### src/rtl/xgmii_rx_stats.sv
// xgmii_rx_stats: 64-bit XGMII receive frame classifier.
// Keeps totals, last frame length and per-window rate stats.
module xgmii_rx_stats #(
  parameter int unsigned TICK_CYCLES = 156250000
) (
  input  logic        sys_clk,
  input  logic        sys_rst_n,
  input  logic [63:0] xgmii_rxd,
  input  logic [7:0]  xgmii_rxc,
  input  logic        stats_clr,
  output logic [31:0] rx_frames,
  output logic [31:0] rx_bytes,
  output logic [31:0] rx_err_frames,
  output logic [15:0] rx_last_len,
  output logic [31:0] rx_pps,
  output logic [31:0] rx_throughput
);

  localparam int unsigned TW =
    (TICK_CYCLES > 1) ? $clog2(TICK_CYCLES) : 1;
  localparam logic [TW-1:0] TICK_LAST = TW'(TICK_CYCLES - 1);

  localparam logic [7:0] C_START = 8'hFB;
  localparam logic [7:0] C_TERM  = 8'hFD;
  localparam logic [7:0] C_ERR   = 8'hFE;

  typedef enum logic {
    S_IDLE,
    S_FRAME
  } state_t;

  state_t        r_state;
  state_t        w_state_nxt;
  logic [15:0]   r_acc;
  logic [15:0]   w_acc_nxt;
  logic          r_err;
  logic          w_err_nxt;

  logic          w_act;
  logic [15:0]   w_cnt;
  logic          w_err_run;
  logic [7:0]    w_ch;

  logic          w_done;
  logic          w_done_bad;
  logic [15:0]   w_done_cnt;

  logic [15:0]   w_len;
  logic          w_good;
  logic          w_bad;

  logic [TW-1:0] r_tick;
  logic          w_win_end;
  logic [31:0]   r_win_frames;
  logic [31:0]   r_win_bytes;
  logic [31:0]   w_win_frames_nxt;
  logic [31:0]   w_win_bytes_nxt;
  logic [32:0]   w_win_bytes_sum;

  // Frame FSM state and length accumulator
  always_ff @(posedge sys_clk or negedge sys_rst_n) begin
    if (!sys_rst_n) begin
      r_state <= S_IDLE;
      r_acc   <= '0;
      r_err   <= 1'b0;
    end else begin
      r_state <= w_state_nxt;
      r_acc   <= w_acc_nxt;
      r_err   <= w_err_nxt;
    end
  end

  // Walk lanes in wire order; at most one completion per word,
  // a second in-word closure can only be a sub-preamble runt
  always_comb begin
    w_act      = (r_state == S_FRAME);
    w_cnt      = r_acc;
    w_err_run  = r_err;
    w_ch       = '0;
    w_done     = 1'b0;
    w_done_bad = 1'b0;
    w_done_cnt = '0;
    for (int i = 0; i < 8; i++) begin
      w_ch = xgmii_rxd[8*i +: 8];
      if (xgmii_rxc[i] && w_ch == C_START &&
          (i == 0 || i == 4)) begin
        if (w_act && !w_done) begin
          w_done     = 1'b1;
          w_done_bad = 1'b1;
          w_done_cnt = w_cnt;
        end
        w_act     = 1'b1;
        w_cnt     = '0;
        w_err_run = 1'b0;
      end else if (w_act) begin
        if (!xgmii_rxc[i]) begin
          if (w_cnt != 16'hFFFF)
            w_cnt = w_cnt + 16'd1;
        end else if (w_ch == C_TERM) begin
          if (!w_done) begin
            w_done     = 1'b1;
            w_done_bad = w_err_run;
            w_done_cnt = w_cnt;
          end
          w_act = 1'b0;
        end else if (w_ch == C_ERR) begin
          w_err_run = 1'b1;
        end
      end
    end
    w_state_nxt = w_act ? S_FRAME : S_IDLE;
    w_acc_nxt   = w_act ? w_cnt : '0;
    w_err_nxt   = w_act & w_err_run;
  end

  // Classify the frame closed by this word (count excludes preamble+SFD)
  always_comb begin
    w_len  = (w_done_cnt > 16'd7) ? w_done_cnt - 16'd7 : 16'd0;
    w_good = w_done && !w_done_bad &&
             w_len >= 16'd64 && w_len <= 16'd1518;
    w_bad  = w_done && !w_good;
    w_win_frames_nxt = r_win_frames + {31'd0, w_good};
    w_win_bytes_sum  = {1'b0, r_win_bytes} +
                       {17'd0, w_good ? w_len : 16'd0};
    w_win_bytes_nxt  = w_win_bytes_sum[32] ? 32'hFFFF_FFFF
                                           : w_win_bytes_sum[31:0];
    w_win_end = (r_tick == TICK_LAST);
  end

  // Free-running window tick
  always_ff @(posedge sys_clk or negedge sys_rst_n) begin
    if (!sys_rst_n)
      r_tick <= '0;
    else if (w_win_end)
      r_tick <= '0;
    else
      r_tick <= r_tick + TW'(1);
  end

  // Running totals, cleared by stats_clr ahead of any completion
  always_ff @(posedge sys_clk or negedge sys_rst_n) begin
    if (!sys_rst_n) begin
      rx_frames     <= '0;
      rx_bytes      <= '0;
      rx_err_frames <= '0;
    end else if (stats_clr) begin
      rx_frames     <= '0;
      rx_bytes      <= '0;
      rx_err_frames <= '0;
    end else if (w_good) begin
      rx_frames <= rx_frames + 32'd1;
      rx_bytes  <= rx_bytes + {16'd0, w_len};
    end else if (w_bad) begin
      rx_err_frames <= rx_err_frames + 32'd1;
    end
  end

  // Length of the latest completed frame, good or bad
  always_ff @(posedge sys_clk or negedge sys_rst_n) begin
    if (!sys_rst_n)
      rx_last_len <= '0;
    else if (w_done)
      rx_last_len <= w_len;
  end

  // Window accumulators; a completion on the end cycle joins the closing window
  always_ff @(posedge sys_clk or negedge sys_rst_n) begin
    if (!sys_rst_n) begin
      r_win_frames <= '0;
      r_win_bytes  <= '0;
    end else if (stats_clr || w_win_end) begin
      r_win_frames <= '0;
      r_win_bytes  <= '0;
    end else begin
      r_win_frames <= w_win_frames_nxt;
      r_win_bytes  <= w_win_bytes_nxt;
    end
  end

  // Published rate stats, refreshed only at window end
  always_ff @(posedge sys_clk or negedge sys_rst_n) begin
    if (!sys_rst_n) begin
      rx_pps        <= '0;
      rx_throughput <= '0;
    end else if (w_win_end) begin
      rx_pps        <= w_win_frames_nxt;
      rx_throughput <= w_win_bytes_nxt;
    end
  end

endmodule

### config.mk
export PLATFORM = sky130hd
export DESIGN_NAME = xgmii_rx_stats
export DESIGN_NICKNAME = d
export VERILOG_FILES = /design/src/rtl/xgmii_rx_stats.sv
export SDC_FILE = /design/constraint.sdc
export NUM_CORES = 1
export LEC_CHECK = 0
export BUFFER_PORTS_ARGS = -buffer_cell sky130_fd_sc_hd__buf_4
export CORE_ASPECT_RATIO = 0.75
export CORE_MARGIN = 4
export CORE_UTILIZATION = 30
export DETAILED_ROUTE_END_ITERATION = 6
export GPL_ROUTABILITY_DRIVEN = 1
export MAX_ROUTING_LAYER = met4
export PLACE_DENSITY = 0.56
export SLEW_MARGIN = 0
export SYNTH_ARGS = -nofsm -noshare
export SYNTH_HDL_FRONTEND = slang
export SYNTH_SLANG_ARGS = --single-unit
### constraint.sdc
create_clock -name sys_clk -period 22.5 [get_ports sys_clk]
set_clock_uncertainty 0.2 [all_clocks]
set_input_delay 3.375 -clock sys_clk [delete_from_list [all_inputs] [get_ports sys_clk]]
set_output_delay 3.375 -clock sys_clk [all_outputs]
set_load 0.03 [all_outputs]
After elaboration in Yosys (flattened, before gate mapping)
Cells that the tools add are included.
- flip-flop bits (word level): 286
- bits of input ports: 75
- output and inout port bits: 176
- add/sub/neg operators: 15
- order comparisons: 3
- equality and inequality tests: 28
- multiplexer cells: 198
- bitwise gates (word level): 1
- reductions and logical operators: 14
- operator list (kind ; count):
    16-bit two-way mux ; 64
    32-bit two-way mux ; 10
    8-bit == test (second input constant) ; 18
    16-bit by 1-bit adder with 16-bit output (second input constant) ; 8
    16-bit != test (second input constant) ; 8
    1-bit two-way mux ; 123
    32-bit by 1-bit adder with 32-bit output (second input constant) ; 2
    32-bit by 16-bit adder with 33-bit output ; 1
    32-bit by 1-bit adder with 32-bit output ; 1
    32-bit by 16-bit adder with 32-bit output ; 1
    28-bit by 1-bit adder with 28-bit output (second input constant) ; 1
    28-bit == test (second input constant) ; 1
    28-bit two-way mux ; 1
    16-bit by 7-bit greater-or-equal comparator with 1-bit output (second input constant) ; 1
    16-bit by 3-bit greater-than comparator with 1-bit output (second input constant) ; 1
    16-bit by 11-bit <= comparator with 1-bit output (second input constant) ; 1
    16-bit by 3-bit subtractor with 16-bit output (second input constant) ; 1
    1-bit logical AND ; 7
    2-bit nonzero test ; 2
    1-bit logical NOT ; 3
    2-bit != test (second input constant) ; 1
    2-bit AND reduction ; 1
    1-bit AND ; 1
    1-bit logical OR ; 1

Longest topological paths before layout
Gate-level depths: netlist of run 1.
- depth in word-level cells: 44
- depth in mapped cells: 81

Worst setup path before layout of run 1
Ideal clock, no wire load.
- path type: in2reg
- start point: input port xgmii_rxc[0]
- end point: register rx_throughput[20]
- arrival: 18.536 ns
- required time: 22.167 ns
- setup slack: 3.631 ns
- stages on the path: 75
- buffers on the path: 8
- cell sequence: nand2b_2 -> buf_6 -> nor2_1 -> xnor2_1 -> nor2_1 -> ha_1 -> inv_1 -> o32ai_1 -> and2_1 -> nand3_2 -> nor4_2 -> mux2_2 -> and4b_1 -> buf_2 -> nand4_4 -> nand2_1 -> xnor2_1 -> inv_1 -> [... 39 more ...] -> nor2_1 -> o21bai_1 -> a21oi_1 -> o21bai_1 -> a21oi_1 -> o21bai_1 -> a21oi_1 -> o21bai_1 -> a21oi_1 -> o21bai_1 -> a21oi_1 -> o21bai_1 -> a21oi_1 -> nor4_1 -> clkbuf_1 -> clkbuf_1 -> nor2_1 -> o21ai_0
- cells in the longest elaborated chain, start to end: 40
- elaborated cells between the ends (all ways): 179
- those cells by class: add/sub: 8; order compare: 3; eq/ne: 6; mux: 155; reduce/logical: 7
- RTL lines (what ; line ; source):
    start, declared ; 9 ; input logic [7:0] xgmii_rxc,
    16-bit two-way mux / 1-bit two-way mux (equally long branches) ; 96 ; if (!xgmii_rxc[i]) begin
    16-bit two-way mux / 1-bit two-way mux (equally long branches) ; 95 ; end else if (w_act) begin
    16-bit two-way mux / 1-bit two-way mux (equally long branches) ; 85 ; if (xgmii_rxc[i] && w_ch == C_START &&
    16-bit by 1-bit adder with 16-bit output (tied with other cells) ; 98 ; w_cnt = w_cnt + 16'd1;
    16-bit two-way mux, on equally long branches ; 97, 99 ;
    16-bit two-way mux ; 96 ;
    16-bit two-way mux ; 95 ;
    16-bit by 1-bit adder with 16-bit output (tied with other cells) ; 98 ;
    [... 24 more ...] ; n/a ;
    16-bit by 3-bit subtractor with 16-bit output / 16-bit by 3-bit greater-than comparator with 1-bit output (equally long branches) ; 118 ; w_len = (w_done_cnt > 16'd7) ? w_done_cnt - 16'd7 : 16'd0;
    16-bit two-way mux ; 118 ;
    16-bit by 7-bit greater-or-equal comparator with 1-bit output ; 120 ; w_len >= 16'd64 && w_len <= 16'd1518;
    1-bit logical AND ; 119 ; w_good = w_done && !w_done_bad &&
    1-bit logical AND ; 120 ;
    16-bit two-way mux * ; 124 ; {17'd0, w_good ? w_len : 16'd0};
    32-bit by 16-bit adder with 33-bit output * ; 123 ; w_win_bytes_sum = {1'b0, r_win_bytes} +
    32-bit two-way mux * ; 125 ; w_win_bytes_nxt = w_win_bytes_sum[32] ? 32'hFFFF_FFFF
    end signal, assigned ; 187 ; rx_throughput <= w_win_bytes_nxt;
    end, declared ; 16 ; output logic [31:0] rx_throughput
Mark *: on every way between the ends. The rest lies on a longest branch, timed or not.
A chain may end at the register's enable or synchronous reset.

Worst setup path in the final report of run 1
- start point: input port xgmii_rxc[0]
- end point: register rx_throughput[31]
Same word-level chain as after synthesis.

==> metrics.md, run 1 <==
| Metric | Value |
|---|---|
| Crit path DAT | 20.95 ns |
| Dpl cells | 3680 |
| Synth Cell Area | 0.0214 mm^2 |
| Met2 Use GR | 26.5% |
| Fraction of layout cells with a size suffix above 1 | 16.5% |
| Slew Limit Fails | 0 |
| Pwr dens | 82.6 mW/mm^2 |
| Sequential area share after synthesis | 33.4% |
| Area Overhead vs Synth | 17.7% |
| Max-slew headroom | 28.3% |
| Total number of vias | 20400 |
| Number of fill cells | 7315 |
| Syn. warnings | 0 |
| RSZ-0062 raised after global routing | no |
| H-tree levels | 1 |
| Worst endpoint required time | 22.75 ns |
| Worst slew pin tran | 1.06 ns |
| CTS tree | built |
| CTS max path bufs | 3 |
| Die W | 317 um |
| IO buf count | 250 |
| Number of global-route vias before repair | 18900 |
| Post-layout util | 35.8% |
| Top cell type's share of synthesized area | 33.4% |
| Final setup viols | 0 |
| Clock latency on the worst-skew pair | 0.60 ns |
| Initial antenna violation count | 0 |
| Status | finished clean |
| Area of the die | 0.0759 mm^2 |
| Post-Route WL | 72100 um |
| Fin Hold WS | 0.253 ns |
| VDD IR max | 0.0540 mV |
| Synth Flop Type | dfrtp_1 |
| Placed instance area | 0.0242 mm^2 |
| Top post-synthesis cells by count | 292 x nor2_1, 288 x nand2_1, 286 x dfrtp_1, 158 x o21ai_0, 138 x a21oi_1 |
| Sink Count | 286 |
| Cell taking the most area after synthesis | dfrtp_1 |
| Avg WL per Cell | 19.3 um |
| Total negative setup slack | 0 ns |
| Tot Pwr | 2.08 mW |
| Drt first pass iters | 6 |
| Most common cell in the netlist | nor2_1 |
| Critical path type | input pin to register |
| I/O Pins | 251 |
| # rows | 84 |
| Non-filler cells, final | 3732 |
| Post-route worst setup slack | 1.80 ns |
| Critical path's largest stage delay | 0.61 ns |
| Critical-path top delay cell | or4_1 |
| Drc violations | 0 |
| Initial core utilization | 30.5% |
| Synth Instances | 2559 |
| CP dominant cell by count | a21oi_1 |
| LEAKAGE | 10.5 nW |
| Fmax achieved | 48.3 MHz |
| Starting DRT DRC Count | 1999 |
| Vias per cell | 5.46 |
| Flops & latches, synth | 286 |
| Minimum clock period | 20.70 ns |
| Nature of the critical path startpoint | input pin |
| Fin nets | 2887 |
| Core Region | 0.0704 mm^2 |
| Hold buffer count at CTS | 0 |
| Die height | 240 um |
| Endpoint class of the critical path | register |
| Post-Place Setup Slack | 1.13 ns |
| Clock Pin Slew Worst Setup and Hold Paths | 0.07 ns |
| Design area | 0.0252 mm^2 |
| Root buffer cell | clkbuf_16 |
| Syn_area_per_cell | 8.38 um^2 |
| Setup Fix Bufs, Post-CTS | 0 |
| Fraction of registers with async set or reset after synthesis | 100% |
| Synth area leaders | dfrtp_1 33%, nor2_1 5.1%, nand2_1 5.0% |
| Tcrit/Tclk final | 92.0% |
| GRT met3 Usage | 2.78% |
| GP Congestion | 0.994 |
| First-pass GRT wire length | 112000 um |
| Final Hold Viols | 0 |
| Pin count of the biggest net entering global routing | 112 |
| Antenna viol nets, final | 0 |
| CTS Buf Count | 28 |
| GR Util met1 | 28.5% |
| CP max FO | 38 |
| Antenna cells | 0 |
| GR Overflow Total | 0 |
| HP Class | register to register |
| Busiest grt layer | met1 |
| Max-Cap Viols | 0 |
| Post-synth EDFFs | 0 |
| Gr usage total | 18.9% |
| Final HPWL DP | 55900 um |
| Distinct cell type count after synthesis | 135 |
## sequential cells by signal, summed over array words and instances, names as in the netlist
signal,flops
r_acc,16
r_err,1
r_state,1
r_tick,28
r_win_bytes,32
r_win_frames,32
rx_bytes,32
rx_err_frames,32
rx_frames,32
rx_last_len,16
rx_pps,32
rx_throughput,32
## layer usage
layer | routed length [um] | part of all wire [%]
met3 | 4760 | 6.6
met1 | 35100 | 49
met5 | 0 | 0
met2 | 30500 | 42
met4 | 1780 | 2.5
## power breakdown
group,leakage [nW],switching [mW],internal (mW)
Clock,0.475,0.214,0.290
Combinational,6.47,0.684,0.324
Sequential,3.57,0.0338,0.538
## cells in the final DEF, fill, tap and decap left out, types with 13 or more instances in the layout
cell type and count:
o211ai_1 19, inv_1 67, a21oi_1 137, a31oi_1 23, nor2b_1 22, a21o_1 34, xnor2_1 123, o31ai_1 28
o21ai_0 158, o2111ai_1 13, or3_1 29, dfrtp_1 286, o21bai_1 23, xor2_1 66, nand2_1 288, nand4b_1 13
nor4_1 37, buf_4 280, nand4_1 59, and2_1 39, and3_1 59, mux2i_1 36, a211oi_1 19, nand3_1 96
nor2_1 292, nand2b_1 19, nor3_1 53, clkbuf_16 28, ha_1 46, o21a_1 16, or4_1 41, mux2_2 19
## final timing paths
kind	from	to	slack, ns	depth (start not counted)
hold / removal	r_tick[0]	r_tick[0]	0.25	1
hold reg to reg	r_tick[0]	r_tick[0]	0.25	1
min in group asynchronous	sys_rst_n	rx_frames[26]	2.63	1
setup / recovery	xgmii_rxc[0]	rx_throughput[31]	1.80	72
setup reg to reg	r_acc[0]	rx_throughput[31]	3.36	73
max in group asynchronous	sys_rst_n	r_acc[9]	17.25	3
## kinds of logic (layout without fill, tap and decap cells)
logic type / Yosys count / after routing / share of synthesized area (%)
compound gates: 644 / 644 / 21.0
xor+xnor: 191 / 191 / 7.87
fa+ha+maj: 48 / 48 / 2.87
buf+inv: 179 / 402 / 3.87
flops: 286 / 286 / 33.4
mux: 61 / 61 / 3.03
other cells: 1 / 5 / 0.0175
simple gates: 1149 / 1149 / 28.0
## repair_timing
action / 4_1_cts / 5_1_grt
endpoints found under the setup margin: 0 / 64
gates resized for setup: 0 / 3
hold endpoints to repair: 0 / 0
## critical path: cells and delay by family
kind | cells | cell delay, ns
buf+inv | 5 | 0.72
xor+xnor | 5 | 1.16
simple gates | 31 | 7.43
mux | 3 | 0.98
compound gates | 22 | 5.29
fa+ha+maj | 6 | 1.95
## cell type report
| cell class | count | area (um^2) | share of cell area, % |
|---|---|---|---|
| Inverter | 69 | 259 | 1.03 |
| Clock inverter | 18 | 256 | 1.02 |
| Sequential cell | 286 | 7160 | 28.4 |
| Multi-Input combinational cell | 2098 | 13500 | 53.7 |
| Tap cell | 946 | 1180 | 4.69 |
| Clock buffer | 34 | 723 | 2.87 |
| Timing Repair Buffer | 281 | 2120 | 8.39 |
No activity file was read; power rests on OpenSTA's default activity.
==> run 2, diff against run 1 <==
==> config.mk (replaced) <==
export PLATFORM = sky130hd
export DESIGN_NAME = xgmii_rx_stats
export DESIGN_NICKNAME = d
export VERILOG_FILES = /design/src/rtl/xgmii_rx_stats.sv
export SDC_FILE = /design/constraint.sdc
export NUM_CORES = 1
export LEC_CHECK = 0
export CORE_ASPECT_RATIO = 0.75
export CORE_MARGIN = 4
export CORE_UTILIZATION = 30
export DETAILED_ROUTE_END_ITERATION = 6
export DONT_BUFFER_PORTS = 1
export GPL_ROUTABILITY_DRIVEN = 1
export PLACE_DENSITY = 0.53
export SLEW_MARGIN = 0
export SYNTH_ARGS = -nofsm -noshare
export SYNTH_HDL_FRONTEND = slang
export SYNTH_SLANG_ARGS = --single-unit
==> metrics.md, run 2 (synthesis gave the netlist of run 1 again) <==
| Metric | Value |
|---|---|
| Status | finished clean |
| Endpoint class of the critical path | register |
| VDD IR max | 0.0476 mV (-12%) |
| Clock Pin Slew Worst Setup and Hold Paths | 0.06 ns (about the same) |
| I/O Pins | 251 (unchanged) |
| Avg WL per Cell | 21.9 um (+13%) |
| Crit path DAT | 21.01 ns (+0.06 ns) |
| Final Hold Viols | 0 (unchanged) |
| Buf/Inv on CP | 6 (+1) |
| Initial antenna violation count | 0 (unchanged) |
| Internal power | 1.12 mW (-2.8%) |
| Die height | 240 um (unchanged) |
| Reg2reg start | r_acc[0] |
| Most frequent cells in the layout | 292 x nor2_1, 288 x nand2_1, 286 x dfrtp_1 |
| Minimum clock period | 20.81 ns (+0.106 ns) |
| HP Class | register to register |
| H-tree levels | 1 (unchanged) |
| Initial core utilization | 30.5% (unchanged) |
| Starting DRT DRC Count | 1825 (-8.7%) |
| Max-slew headroom | 14.2% (-14 points) |
| Fraction of layout cells with a size suffix above 1 | 8.05% (-8.5 points) |
| Final HPWL DP | 58600 um (+4.8%) |
| Post-Route WL | 76100 um (+5.5%) |
| GR Overflow Total | 0 (unchanged) |
| CP max FO | 38 (unchanged) |
| CP top delay family | compound AO/OA/AOI/OAI gates |
| # rows | 84 (unchanged) |
| IO buf count | 0 (-100%) |
| Fin nets | 2635 (-8.7%) |
| First-pass GRT wire length | 115000 um (+3.0%) |
| CP dominant cell by count | a21oi_1 |
| RSZ-0062 raised after global routing | no |
| Slew Limit Fails | 0 (unchanged) |
| Root buffer cell | clkbuf_16 |
| Hold Startpoint | r_tick[0] |
| Area Overhead vs Synth | 8.51% |
| Post-layout util | 33.1% (-2.8 points) |
| WL met2 | 32200 um (+5.5%) |
| Drt first pass iters | 6 (unchanged) |
| Sink Count | 286 (unchanged) |
| Critical path's largest stage delay | 0.78 ns (+0.17 ns) |
| Gr usage total | 19.1% (+0.20 points) |
| Core Region | 0.0704 mm^2 (unchanged) |
| Number of global-route vias before repair | 18900 (+0.064%) |
| Clock share of power | 23.0% (-1.2 points) |
| Drc violations | 0 (unchanged) |
| CTS tree | built |
| Net Sw Frac | 46.3% (+1.6 points) |
| Top sig layer | met4 |
| Commonest non-fill, non-tap cell in the layout | nor2_1 |
| LEAKAGE | 9.25 nW (-12%) |
| Vias per cell | 5.77 (+5.7%) |
| CTS Buf Count | 28 (unchanged) |
| Fmax achieved | 48.1 MHz (-0.51%) |
| Die W | 317 um (unchanged) |
| Worst endpoint required time | 22.70 ns (-0.05 ns) |
| Antenna cells | 0 (unchanged) |
| Pwr dens | 89.6 mW/mm^2 (+8.5%) |
| Max-Cap Viols | 0 (unchanged) |
| Critical-path top delay cell | o41ai_4 |
| CTS max path bufs | 3 (unchanged) |
| Critical path startpoint | xgmii_rxc[0] |
| Fin Hold WS | 0.264 ns (+0.0114 ns) |
| Nature of the critical path startpoint | input pin |
| Seq pwr share | 28.9% (+1.5 points) |
| Sw power | 0.966 mW (+3.7%) |
| Combinational share of power | 48.1% (-0.2 points) |
| GP Congestion | 0.938 (-5.6%) |
| Tcrit/Tclk final | 92.5% (+0.47 points) |
| Total negative setup slack | 0 ns (unchanged) |
| Reg2reg setup slack | 3.18 ns (-0.18 ns) |
| Wire length on met1 | 35500 um (+1.1%) |
| Critical path type | input pin to register |
| Pin count of the biggest net entering global routing | 287 (+160%) |
| Wire length on met3 | 6090 um (+28%) |
| Antenna viol nets, final | 0 (unchanged) |
| Total number of vias | 20100 (-1.4%) |
| Clock latency on the worst-skew pair | 0.57 ns (-0.03 ns) |
| Worst slew pin tran | 1.29 ns (+0.224 ns) |
| Area of the die | 0.0759 mm^2 (unchanged) |
| Setup Fix Bufs, Post-CTS | 0 (unchanged) |
| Final setup viols | 0 (unchanged) |
run 2: changes by cell type in the layout (fill, tap and decap cells not counted), sizes merged:
cell      before  now
clkinv        10    6
inv           70   68
buf          281   29
bufinv         5    1
clkinvlp       2    1
clkbuf        34   45
run 2: worst register-to-register path, delay by kind of cell, from the launching register on:
| family | cells | cell delay, ns |
|---|---|---|
| AOI/OAI and AO/OA | 24 | 6.60 |
| xor gates and xnor gates | 6 | 1.29 |
| adders and majority gates | 8 | 2.50 |
| buffers and inverters | 6 | 1.03 |
| DFF | 1 | 0.59 |
| muxes | 1 | 0.44 |
| and+or+nand+nor | 26 | 6.57 |
run 2: per-layer routing:
layer / global-route usage, % / vias to the layer above
met1: 28.1 / 9919
met5: 0 / -
met4: 4.95 / 0
met3: 4.36 / 128
met2: 28.2 / 723
li1: - / 9310
run 2: final timing paths:
check	to	cells after the start
min reg2reg	r_tick[0]	1
max	rx_throughput[7]	69
min	r_tick[0]	1
min in group asynchronous	rx_frames[19]	0
max reg2reg	rx_throughput[7]	71
max in group asynchronous	r_win_bytes[1]	0
run 2: what timing repair did:
item,4_1_cts,5_1_grt
gates resized for setup,0,1
hold buffers,0,0
setup endpoints to repair,0,38
run 2: cell type report:
type                            instances  area (um^2)
Clock buffer                           45          855
Timing Repair Buffer                   29          218
Tap cell                              946         1180
Sequential cell                       286         7160
Inverter                               69          259
Multi-Input combinational cell       2098        13500
Clock inverter                          7         81.3
Fill cell                            7404        47100
run 2: per-stage QoR:
| stage | setup WS, ns | area (um^2) | power (mW) | std cells |
|---|---|---|---|---|
| 2_1_floorplan | 3.63 | 21500 | 1.28 | 2563 |
| 3_3_place_gp | 1.78 | 22300 | 1.59 | 3428 |
| 3_5_place_dp | 1.19 | 22300 | 1.58 | 3428 |
| 4_1_cts | 1.73 | 23300 | 2.06 | 3480 |
| 5_1_grt | 0.115 | 23300 | 2.20 | 3480 |
| 6_report | 1.69 | 23300 | 2.09 | 3480 |
run 2: power by group through the flow:
| stage | logic (mW) | registers [mW] | clock network (mW) |
|---|---|---|---|
| 6_report | 1.00 | 0.603 | 0.479 |
| 5_1_grt | 1.08 | 0.604 | 0.514 |
| 4_1_cts | 0.972 | 0.602 | 0.491 |
| 3_5_place_dp | 0.965 | 0.611 | 0 |
| 3_3_place_gp | 0.976 | 0.611 | 0 |
| 2_1_floorplan | 0.698 | 0.580 | 0 |
